[config.mk]
export PLATFORM = sky130hd
export DESIGN_NAME = carregador_de_programa
export DESIGN_NICKNAME = d
export VERILOG_FILES = /design/src/rtl/carregador_de_programa_pkg.sv /design/src/rtl/carregador_de_programa_montador.sv /design/src/rtl/carregador_de_programa.sv
export SDC_FILE = /design/constraint.sdc
export NUM_CORES = 1
export LEC_CHECK = 0
export CORE_ASPECT_RATIO = 1.25
export CORE_MARGIN = 4
export CORE_UTILIZATION = 45
export DETAILED_ROUTE_END_ITERATION = 16
export HOLD_SLACK_MARGIN = 0.1
export PLACE_DENSITY = 0.69
export SLEW_MARGIN = 20
export SYNTH_ARGS = -nofsm -noshare
export SYNTH_HDL_FRONTEND = slang
export SYNTH_SLANG_ARGS = --single-unit
[constraint.sdc]
create_clock -name clock -period 2.75 [get_ports clock]
set_input_delay 0.55 -clock clock [delete_from_list [all_inputs] [get_ports clock]]
set_output_delay 0.55 -clock clock [all_outputs]
set_load 0.02 [all_outputs]
[src/rtl/carregador_de_programa_pkg.sv]
// Shared types and widths for the program loader.
// CARREGADOR_CHECKSUM_EN adds the CHECKSUM state to the state enum.
package carregador_de_programa_pkg;

    localparam int BYTE_W  = 8;
    localparam int WORD_W  = 32;
    localparam int COUNT_W = 16;

    typedef enum logic [2:0] {
        OCIOSO    = 3'd0,
        CONT_HI   = 3'd1,
        CONT_LO   = 3'd2,
        DADOS     = 3'd3,
`ifdef CARREGADOR_CHECKSUM_EN
        CHECKSUM  = 3'd4,
`endif
        CONCLUIDO = 3'd5,
        ERRO      = 3'd6
    } estado_t;

    // States in which a byte can be accepted and the CPU must be held.
    function automatic logic em_sessao(input estado_t e);
        return (e == CONT_HI) || (e == CONT_LO) || (e == DADOS)
`ifdef CARREGADOR_CHECKSUM_EN
            || (e == CHECKSUM)
`endif
            ;
    endfunction

endpackage

[src/rtl/carregador_de_programa_montador.sv]
// Byte-to-word assembler: 3-byte shift register plus a 2-bit byte counter.
// palavra_o already includes the byte presented this cycle.
module montador_de_palavra
    import carregador_de_programa_pkg::*;
(
    input  logic                clock,
    input  logic                reset,
    input  logic                limpar_i,
    input  logic                byte_en_i,
    input  logic [BYTE_W-1:0]   byte_i,
    output logic [WORD_W-1:0]   palavra_o,
    output logic                ultimo_byte_o
);

    logic [WORD_W-BYTE_W-1:0] sr_q;
    logic [1:0]               cnt_q;

    always_ff @(posedge clock) begin
        if (reset || limpar_i) begin
            sr_q  <= '0;
            cnt_q <= '0;
        end else if (byte_en_i) begin
            sr_q  <= {sr_q[WORD_W-2*BYTE_W-1:0], byte_i};
            cnt_q <= cnt_q + 2'd1;
        end
    end

    assign palavra_o     = {sr_q, byte_i};
    assign ultimo_byte_o = (cnt_q == 2'd3);

endmodule

[src/rtl/carregador_de_programa.sv]
// Program loader: receives a counted byte stream and writes 32-bit words to instruction memory.
// Optional CARREGADOR_CHECKSUM_EN appends an XOR checksum byte to the stream.
module carregador_de_programa
    import carregador_de_programa_pkg::*;
#(
    parameter int MEM_SIZE   = 72,
    parameter int ADDR_WIDTH = 26
) (
    input  logic                  clock,
    input  logic                  reset,
    input  logic                  iniciar,
    input  logic [7:0]            byte_dado,
    input  logic                  byte_valido,
    output logic                  byte_pronto,
    output logic                  escrita,
    output logic [ADDR_WIDTH-1:0] endereco,
    output logic [31:0]           instrucao,
    output logic                  carregando,
    output logic                  concluido,
    output logic                  erro
);

    localparam logic [COUNT_W-1:0] LIMITE = COUNT_W'(MEM_SIZE);
`ifdef CARREGADOR_CHECKSUM_EN
    localparam estado_t FIM = CHECKSUM;
`else
    localparam estado_t FIM = CONCLUIDO;
`endif

    estado_t               estado_q, estado_d;
    logic [COUNT_W-1:0]    contagem_q, contagem_d;
    logic [COUNT_W-1:0]    indice_q, indice_d;
    logic [ADDR_WIDTH-1:0] endereco_q, endereco_d;
    logic [WORD_W-1:0]     instrucao_q, instrucao_d;
    logic                  escrita_q, escrita_d;
`ifdef CARREGADOR_CHECKSUM_EN
    logic [BYTE_W-1:0]     xor_q, xor_d;
`endif

    logic                  xfer;
    logic                  limpar;
    logic                  byte_palavra;
    logic [WORD_W-1:0]     palavra;
    logic                  ultimo_byte;
    logic [COUNT_W-1:0]    n_recebido;
    logic [COUNT_W-1:0]    indice_prox;

    assign byte_pronto = em_sessao(estado_q);
    assign carregando  = em_sessao(estado_q);
    assign concluido   = (estado_q == CONCLUIDO);
    assign erro        = (estado_q == ERRO);
    assign escrita     = escrita_q;
    assign endereco    = endereco_q;
    assign instrucao   = instrucao_q;

    assign xfer        = byte_valido && byte_pronto;
    assign n_recebido  = {contagem_q[COUNT_W-1:BYTE_W], byte_dado};
    assign indice_prox = indice_q + 1'b1;

    montador_de_palavra u_montador (
        .clock        (clock),
        .reset        (reset),
        .limpar_i     (limpar),
        .byte_en_i    (byte_palavra),
        .byte_i       (byte_dado),
        .palavra_o    (palavra),
        .ultimo_byte_o(ultimo_byte)
    );

    always_comb begin
        estado_d     = estado_q;
        contagem_d   = contagem_q;
        indice_d     = indice_q;
        endereco_d   = endereco_q;
        instrucao_d  = instrucao_q;
        escrita_d    = 1'b0;
        limpar       = 1'b0;
        byte_palavra = 1'b0;
`ifdef CARREGADOR_CHECKSUM_EN
        xor_d        = xfer ? (xor_q ^ byte_dado) : xor_q;
`endif
        case (estado_q)
            OCIOSO, CONCLUIDO, ERRO: begin
                if (iniciar) begin
                    estado_d   = CONT_HI;
                    indice_d   = '0;
                    contagem_d = '0;
                    limpar     = 1'b1;
`ifdef CARREGADOR_CHECKSUM_EN
                    xor_d      = '0;
`endif
                end
            end
            CONT_HI: begin
                if (xfer) begin
                    contagem_d = {byte_dado, contagem_q[BYTE_W-1:0]};
                    estado_d   = CONT_LO;
                end
            end
            CONT_LO: begin
                if (xfer) begin
                    contagem_d = n_recebido;
                    indice_d   = '0;
                    if (n_recebido == '0)        estado_d = FIM;
                    else if (n_recebido > LIMITE) estado_d = ERRO;
                    else                          estado_d = DADOS;
                end
            end
            DADOS: begin
                if (xfer) begin
                    byte_palavra = 1'b1;
                    if (ultimo_byte) begin
                        escrita_d   = 1'b1;
                        instrucao_d = palavra;
                        endereco_d  = ADDR_WIDTH'(indice_q);
                        indice_d    = indice_prox;
                        // Leave DADOS on the same edge that raises the final escrita.
                        if (indice_prox == contagem_q) estado_d = FIM;
                    end
                end
            end
`ifdef CARREGADOR_CHECKSUM_EN
            CHECKSUM: begin
                if (xfer) estado_d = (byte_dado == xor_q) ? CONCLUIDO : ERRO;
            end
`endif
            default: estado_d = OCIOSO;
        endcase
    end

    always_ff @(posedge clock) begin
        if (reset) begin
            estado_q    <= OCIOSO;
            contagem_q  <= '0;
            indice_q    <= '0;
            endereco_q  <= '0;
            instrucao_q <= '0;
            escrita_q   <= 1'b0;
`ifdef CARREGADOR_CHECKSUM_EN
            xor_q       <= '0;
`endif
        end else begin
            estado_q    <= estado_d;
            contagem_q  <= contagem_d;
            indice_q    <= indice_d;
            endereco_q  <= endereco_d;
            instrucao_q <= instrucao_d;
            escrita_q   <= escrita_d;
`ifdef CARREGADOR_CHECKSUM_EN
            xor_q       <= xor_d;
`endif
        end
    end

endmodule

### After elaboration in Yosys (flattened, before gate mapping)

Index checks and enable logic that the tools add are counted.
W data, S select, Z words.

* memories kept: 0
* bits in latches: 0
* word-level logic and storage cells: 67
* output and inout bits: 63
* input port bits: 12
* bits in read-only memories: 0
* flip-flop bits (word level): 110
* RAM bits: 0

* bitwise gates (word level): 4
* multiply operators: 0
* add/sub/neg operators: 2
* equality and inequality tests: 13
* divide/modulo/power cells: 0
* shift operators: 0
* reduce and logical (&&, ||, !) cells: 16
* $lt $le $gt $ge: 1
* muxes and demuxes: 22

Operators by type and width (count)
* $pmux W16 S3: 2
* $mux W16: 5
* $mux W3: 8
* $add A16 B1 Y16 const B: 1
* $eq A16 B16 Y1: 1
* $gt A16 B7 Y1 const B: 1
* $logic_not A16 Y1: 1
* $pmux W3 S4: 1
* $mux W8: 1
* $ne A2 B2 Y1 const B: 4
* $reduce_and A4 Y1: 2
* $eq A3 B2 Y1 const B: 2
* $eq A3 B3 Y1 const B: 2
* $reduce_and A6 Y1: 1
* $reduce_or A3 Y1: 2
* $mux W1: 5
* $reduce_and A5 Y1: 1
* $ne A2 B1 Y1 const B: 2
* $not A1 Y1: 4
* $reduce_bool A2 Y1: 2
* $eq A3 B1 Y1 const B: 1
* $logic_not A3 Y1: 1
* $logic_or A1 B1 Y1: 3
* $reduce_and A3 Y1: 1
* other kinds (4): 4

### Logic depth before layout (Yosys ltp)

Gate-level depths: netlist (run 1).

* word-level depth: 6
* depth in mapped cells: 9
* gate-level depth less buffers: 7

### Modules after synthesis

Synthesis (run 1) repeated with hierarchy kept, for this count alone.

* cells, all modules: 604
* area total of the unflattened synthesis: 5021.1 um2

By module, submodules not included
* carregador_de_programa: seq. area each 1681.6 um2, area an instance 3990.1 um2, cells an instance 510, times used 1
* montador_de_palavra: seq. area each 520.5 um2, area an instance 1031.0 um2, cells an instance 94, times used 1

### Worst setup path before layout (run 1)

No wires, ideal clock.

* kind: flip-flop to flip-flop
* start point: register indice_q[0]
* end point: register estado_q[2]
* clock period less this slack: 2.428 ns
* required time: 2.671 ns
* buffers on the path: 0
* path slack: 0.322 ns
* setup time: 0.079 ns
* arrival time: 2.349 ns
* stages on the path, launching flop included: 8
* cell sequence: dfxtp_1 > ha_1 > nand3_4 > or4_1 > a22oi_1 > o2111ai_1 > or4_1 > a211oi_2

* longest elaborated chain between the ends: 4

RTL lines
* start, declared: line carregador_de_programa.sv:32 `logic [COUNT_W-1:0] indice_q, indice_d;`
* start signal, assigned: line carregador_de_programa.sv:145 `indice_q <= indice_d;`
* $add A16 B1 Y16: line carregador_de_programa.sv:58 `assign indice_prox = indice_q + 1'b1;`
* $eq A16 B16 Y1: line carregador_de_programa.sv:118 `if (indice_prox == contagem_q) estado_d = FIM;`
* $ne A2 B1 Y1 (no source line)
* $reduce_and A6 Y1 (no source line)
* end signal, assigned: line carregador_de_programa.sv:143 `estado_q <= estado_d;`
* end, declared: line carregador_de_programa.sv:30 `estado_t estado_q, estado_d;`

No other way between the ends.
A chain may end at the register's enable or synchronous reset.

### Final worst setup path (run 1)

* start point: register indice_q[1]
* end point: register estado_q[2]

The elaborated chain is that of the path after synthesis.

==> results of run 1 <==
per-layer routing:
metal  vias up  track usage [%]  part of all wire [%]
met4         0             6.81                   2.0
met5         -                0                     0
li1       2192                -                     -
met1      2133             24.9                    41
met3        18             4.20                   5.6
met2       150             34.4                    51
cell families after synthesis:
kind of cell | synth area share [%]
simple gates | 25.1
compound gates | 19.3
flops | 45.2
buf+inv | 5.91
xor+xnor | 3.88
fa+ha+maj | 0.514
other cells | 0.0770
path summary, 6_finish.rpt:
check	from	to	slack, ns	cells after the start
hold / removal	endereco[8]	endereco[8]	0.45	2
hold reg to reg	endereco[8]	endereco[8]	0.45	2
setup reg to reg	indice_q[1]	estado_q[2]	0.17	7
setup / recovery	indice_q[1]	estado_q[2]	0.17	7
per-stage QoR:
stage	setup WS [ns]	area (um2)	power [mW]	std cells
2_1_floorplan	0.322	4900	2.22	627
3_3_place_gp	0.266	5620	2.40	788
3_5_place_dp	0.142	5620	2.41	788
4_1_cts	0.170	5920	3.70	804
5_1_grt	0.00175	5920	3.85	804
6_report	0.173	5920	3.68	804
power breakdown:
group	internal (mW)	total (mW)	switching, mW	leakage, nW
sequential	1.64	1.70	0.0627	0.887
combinational	0.250	0.690	0.440	1.01
clock	0.644	1.29	0.647	0.143
Yosys cell counts, types with 3 or more instances:
cell type / n
xnor2_1: 13
a31oi_1: 3
or4_1: 3
a21oi_1: 97
buf_2: 7
and3_1: 15
a22oi_1: 11
inv_1: 9
a211oi_1: 4
a2111oi_0: 3
nor2_1: 37
nand2_1: 159
dfxtp_1: 110
nand2b_1: 4
xor2_1: 6
o21ai_0: 15
nand3_1: 10
a311oi_1: 5
clkbuf_1: 32
or2_2: 3
nor2b_1: 3
nor4_1: 4
nor3_1: 10
buf_4: 11
buf_1: 3
registers in the layout, summed over array words and instances (netlist names):
signal,count
indice_q,16
u_montador.cnt_q,2
estado_q,3
instrucao,32
contagem_q,16
u_montador.sr_q,24
escrita,1
endereco,16
tightest hold or removal path: stages, from the launching register on:
cell	delay [ns]
dfxtp_1	0.31
nand2_1	0.05
a21oi_1	0.05
final cells by class:
class | instances | area [um2]
Timing Repair Buffer | 83 | 803
Tap cell | 132 | 165
Inverter | 9 | 33.8
Clock buffer | 9 | 225
Multi-Input combinational cell | 454 | 2420
Fill cell | 968 | 4640
Sequential cell | 110 | 2200
Clock inverter | 7 | 72.6
==> metrics, run 1 <==
run status=finished clean; DRC Markers=0; Worst Path Arrival=2.85 ns; min Tclk post-route=~2.6 ns; Post-CTS Setup Inserts=0; worst slew pin tran=0.862 ns; Worst setup EP type=register; kind of critical path=register to register; n_diodes=0; CTS resizes=0; Post-Syn Area=4870 um2; Site Rows=42; Max-cap violations=0; Ys Warns=0; gp weighted congestion=0.908; Initial Util=a little under half; maximum VDD drop=0.368 mV; worst path required time=3.02 ns; delay-heaviest family, CP=simple AND/OR/NAND/NOR gates; Avg WL per Cell=15.3 um; GRT Util Overall=20.1%; crit-path most repeated cell=or4_1; vias in the first global route=4266; Detail Placement HPWL=slightly below 9 mm; 1st-iter DRT viols=270; Clock Latency Late Sink=roughly 0.35 ns; initial antenna violation count=0; PwrDens=621 nW/um2; CTS Buffer Depth=2; number of port buffers=64; Max Slew Vio Count=0; most common cell after layout, fill and taps aside=nand2_1; most frequent cells in the layout=158 x nand2_1, 110 x dfxtp_1, 97 x a21oi_1; drt pass-1 iters=5; post-route ant nets=0; Routed WL=12.3 mm; FFs w/ async S/R, synth=0%; slowest stage delay, CP=0.54 ns; final core occ=56.1%; final setup vio count=0; Avg Vias per Cell=5.59; CP max stage cell=or4_1; area share of the largest cell type after synthesis=45.2%; DIE WIDTH=101 um; worst path cell trace=ha_1 > nand3_4 > or4_1 > a22oi_1 > o2111ai_1 > or4_1 > a211oi_2; total number of vias=4493; # IOs=75; CTS Buf Count=9; clock sink count=110; Hold Violations, Final=0; largest net degree at the start of global routing=41; Clock transition at path regs=about 0.080 ns; critical-path maximum fanout=9; Synth cell types=58; Hold Slack=about 0.45 ns; Main synth FF type=dfxtp_1; Die Height=around 120 um; post-synthesis register bit count=110; number of flops mapped to enable cells by yosys=0; Hold/Removal Path Class=register to register; hold buffers post-CTS=0; Avg Synthesized Cell Area=7.88 um2; Synth area leaders=dfxtp_1 45%, nand2_1 12%, a21oi_1 10%, nor2_1 2.9%, clkbuf_1 2.5%; startpoint types=register; Fmax achieved=0.388 GHz; Setup TNS=0 ns; clk_skew=0.00863 ns; Cells after Synth=between 600 and 700; Max H-tree Level=3; Leakage=2.04 nW; fin crit share=93.7%; total grt overflow=0; Yosys top cell by area=dfxtp_1; slew margin rel.=42.3%; Clock Root Buffer=clkbuf_16; Net count, final=a little under 700; first-pass GRT wire length=20.7 mm; area growth from synthesis to layout=21.7%; core area=10600 um2; area of the die=12600 um2; RSZ-0062 raised after global routing=no; post-synthesis sequential area ratio=45.2%; crit path buf inv count=0; layout cell share with drive strength beyond 1=around 7.9%; CTS tree=built
(Power assumes the default switching activity.)
==> inputs of run 2 (changes only) <==
--- a/config.mk
+++ b/config.mk
@@ -6,7 +6,7 @@
 export NUM_CORES = 1
 export LEC_CHECK = 0
 export CORE_ASPECT_RATIO = 1.25
-export CORE_MARGIN = 4
+export CORE_MARGIN = 3
 export CORE_UTILIZATION = 45
 export DETAILED_ROUTE_END_ITERATION = 16
 export HOLD_SLACK_MARGIN = 0.1
==> run 2 against run 1 <==
Final area grew 0.49%; combinational power grew 0.9%; register-to-register slack gained 0.02 ns; via count shrank 2.0%; total power shrank 1.1%; clock skew shrank 0.0039 ns; global-route usage grew 0.48 points; critical path depth is the same; critical path type unchanged.
==> metrics, run 2 (synthesis gave the netlist of run 1 again) <==
total grt overflow=0 (unchanged); slew margin rel.=37.9% (-4.4 points); critical-path maximum fanout=9 (unchanged); hold depth=2 (unchanged); clock sink count=110 (unchanged); Worst setup EP type=register; Max-cap violations=0 (unchanged); Avg WL per Cell=15.0 um (-2.1%); Worst Path Arrival=2.83 ns (-0.02 ns); PwrDens=612 nW/um2 (-1.6%); Clock Latency Late Sink=0.35 ns (about the same); R2R depth=7 (unchanged); vias in the first global route=4169 (-2.3%); Max H-tree Level=3 (unchanged); Clock transition at path regs=0.07 ns (about the same); worst slew pin tran=0.928 ns (+0.0664 ns); met1 usage=24.3% (-0.67 points); delay-heaviest family, CP=simple AND/OR/NAND/NOR gates; Setup TNS=0 ns (unchanged); Tot Pwr=3.64 mW (-1.1%); Detail Placement HPWL=8.72 mm (-0.71%); # IOs=75 (unchanged); first-pass GRT wire length=20.2 mm (-2.2%); initial antenna violation count=0 (unchanged); min Tclk post-route=2.56 ns (-0.0170 ns); Fillers=936 (-3.3%); crit path buf inv count=0 (unchanged); area of the die=12100 um2 (-3.6%); largest net degree at the start of global routing=33 (-20%); CTS Buf Count=9 (unchanged); DRC Markers=0 (unchanged); Max Slew Vio Count=0 (unchanged); Clock Root Buffer=clkbuf_16; Site Rows=41 (-2.4%); slowest stage delay, CP=0.55 ns (about the same); fin crit share=93.1% (-0.62 points); GRT met3 Usage=3.41% (-0.79 points); layout cell share with drive strength beyond 1=8.98% (+1.1 points); GR peak layer=met2; n_diodes=0 (unchanged); worst path required time=3.02 ns (about the same); run status=finished clean; post-route ant nets=0 (unchanged); most frequent cells in the layout=158 x nand2_1, 110 x dfxtp_1, 97 x a21oi_1; kind of critical path=register to register; worst path cell trace=ha_2 > nand3_4 > or4_1 > a22oi_1 > o2111ai_1 > or4_1 > a211oi_2; Leakage=2.06 nW (+1.2%); total number of vias=4402 (-2.0%); Die Height=122 um (-1.6%); max reg flops=32 (unchanged); startpoint types=register; Hold Violations, Final=0 (unchanged); Initial Util=47.2% (+1.1 points); area growth from synthesis to layout=22.3%; GRT Util Overall=20.6% (+0.48 points); Post-CTS Setup Inserts=0 (unchanged); CTS tree=built; Fmax achieved=0.391 GHz (+0.67%); 1st-iter DRT viols=169 (-37%); Hold/Removal Path Class=register to register; gp weighted congestion=0.883 (-2.7%); clk_skew=0.00468 ns (-0.00394 ns); CTS Buffer Depth=2 (unchanged); RSZ-0062 raised after global routing=no; CP max stage cell=or4_1; core area=10300 um2 (-2.4%); crit-path most repeated cell=or4_1; drt pass-1 iters=4 (-1); maximum VDD drop=0.345 mV (-6.1%); Worst path depth=7 (unchanged); DIE WIDTH=99.0 um (-2.0%); Routed WL=12.1 mm (-1.6%); GRT met2 Usage=35.9% (+1.5 points); Avg Vias per Cell=5.45 (-2.5%); Net count, final=689 (+1.2%); most common cell after layout, fill and taps aside=nand2_1; final setup vio count=0 (unchanged); number of port buffers=64 (unchanged)
-- run 2: report_power, final --
group	internal, mW	switching, mW
registers	1.64	0.0613
logic	0.255	0.440
clock network	0.630	0.618
total	2.52	1.12
-- run 2: repair_timing --
| item | CTS | global route |
|---|---|---|
| endpoints found under the setup margin | 0 | 1 |
| hold buffers | 0 | 0 |
| resized for setup | 0 | 1 |
-- run 2: worst register-to-register path, stage by stage (launching register included) --
cell and delay [ns]:
dfxtp_1 0.46, ha_2 0.32, nand3_4 0.14, or4_1 0.55, a22oi_1 0.22, o2111ai_1 0.15, or4_1 0.43, a211oi_2 0.22
-- run 2: cell type report --
class	count	area [um2]	share of cell area (%)
Tap cell	129	161	2.71
Multi-Input combinational cell	454	2420	40.7
Clock buffer	9	225	3.78
Timing Repair Buffer	91	851	14.3
Clock inverter	6	55.1	0.925
Inverter	9	33.8	0.568
Sequential cell	110	2200	37.0
-- run 2: metal layers --
metal / share of wire, % / wire [um]
met1: 42 / 5080
met2: 52 / 6240
met3: 3.7 / 453
met4: 2.8 / 333
met5: 0 / 0
-- run 2: worst paths after layout --
check | startpoint | to | slack [ns]
worst min register to register | endereco[9] | endereco[9] | 0.45
worst min-delay path | endereco[9] | endereco[9] | 0.45
worst max register to register | indice_q[1] | estado_q[2] | 0.19
worst max-delay path | indice_q[1] | estado_q[2] | 0.19
-- run 2: stage by stage --
stage          worst slack, ns  hold slack [ns]  area [um2]  std cells  util (%)
3_5_place_dp             0.143            0.446        5670        793      55.0
4_1_cts                  0.131            0.456        5950        808      57.7
6_report                 0.190            0.454        5950        808      57.7
5_1_grt                 0.0446            0.480        5950        808      57.7
3_3_place_gp             0.251            0.442        5670        793      55.0
2_1_floorplan            0.322            0.432        4900        627         -
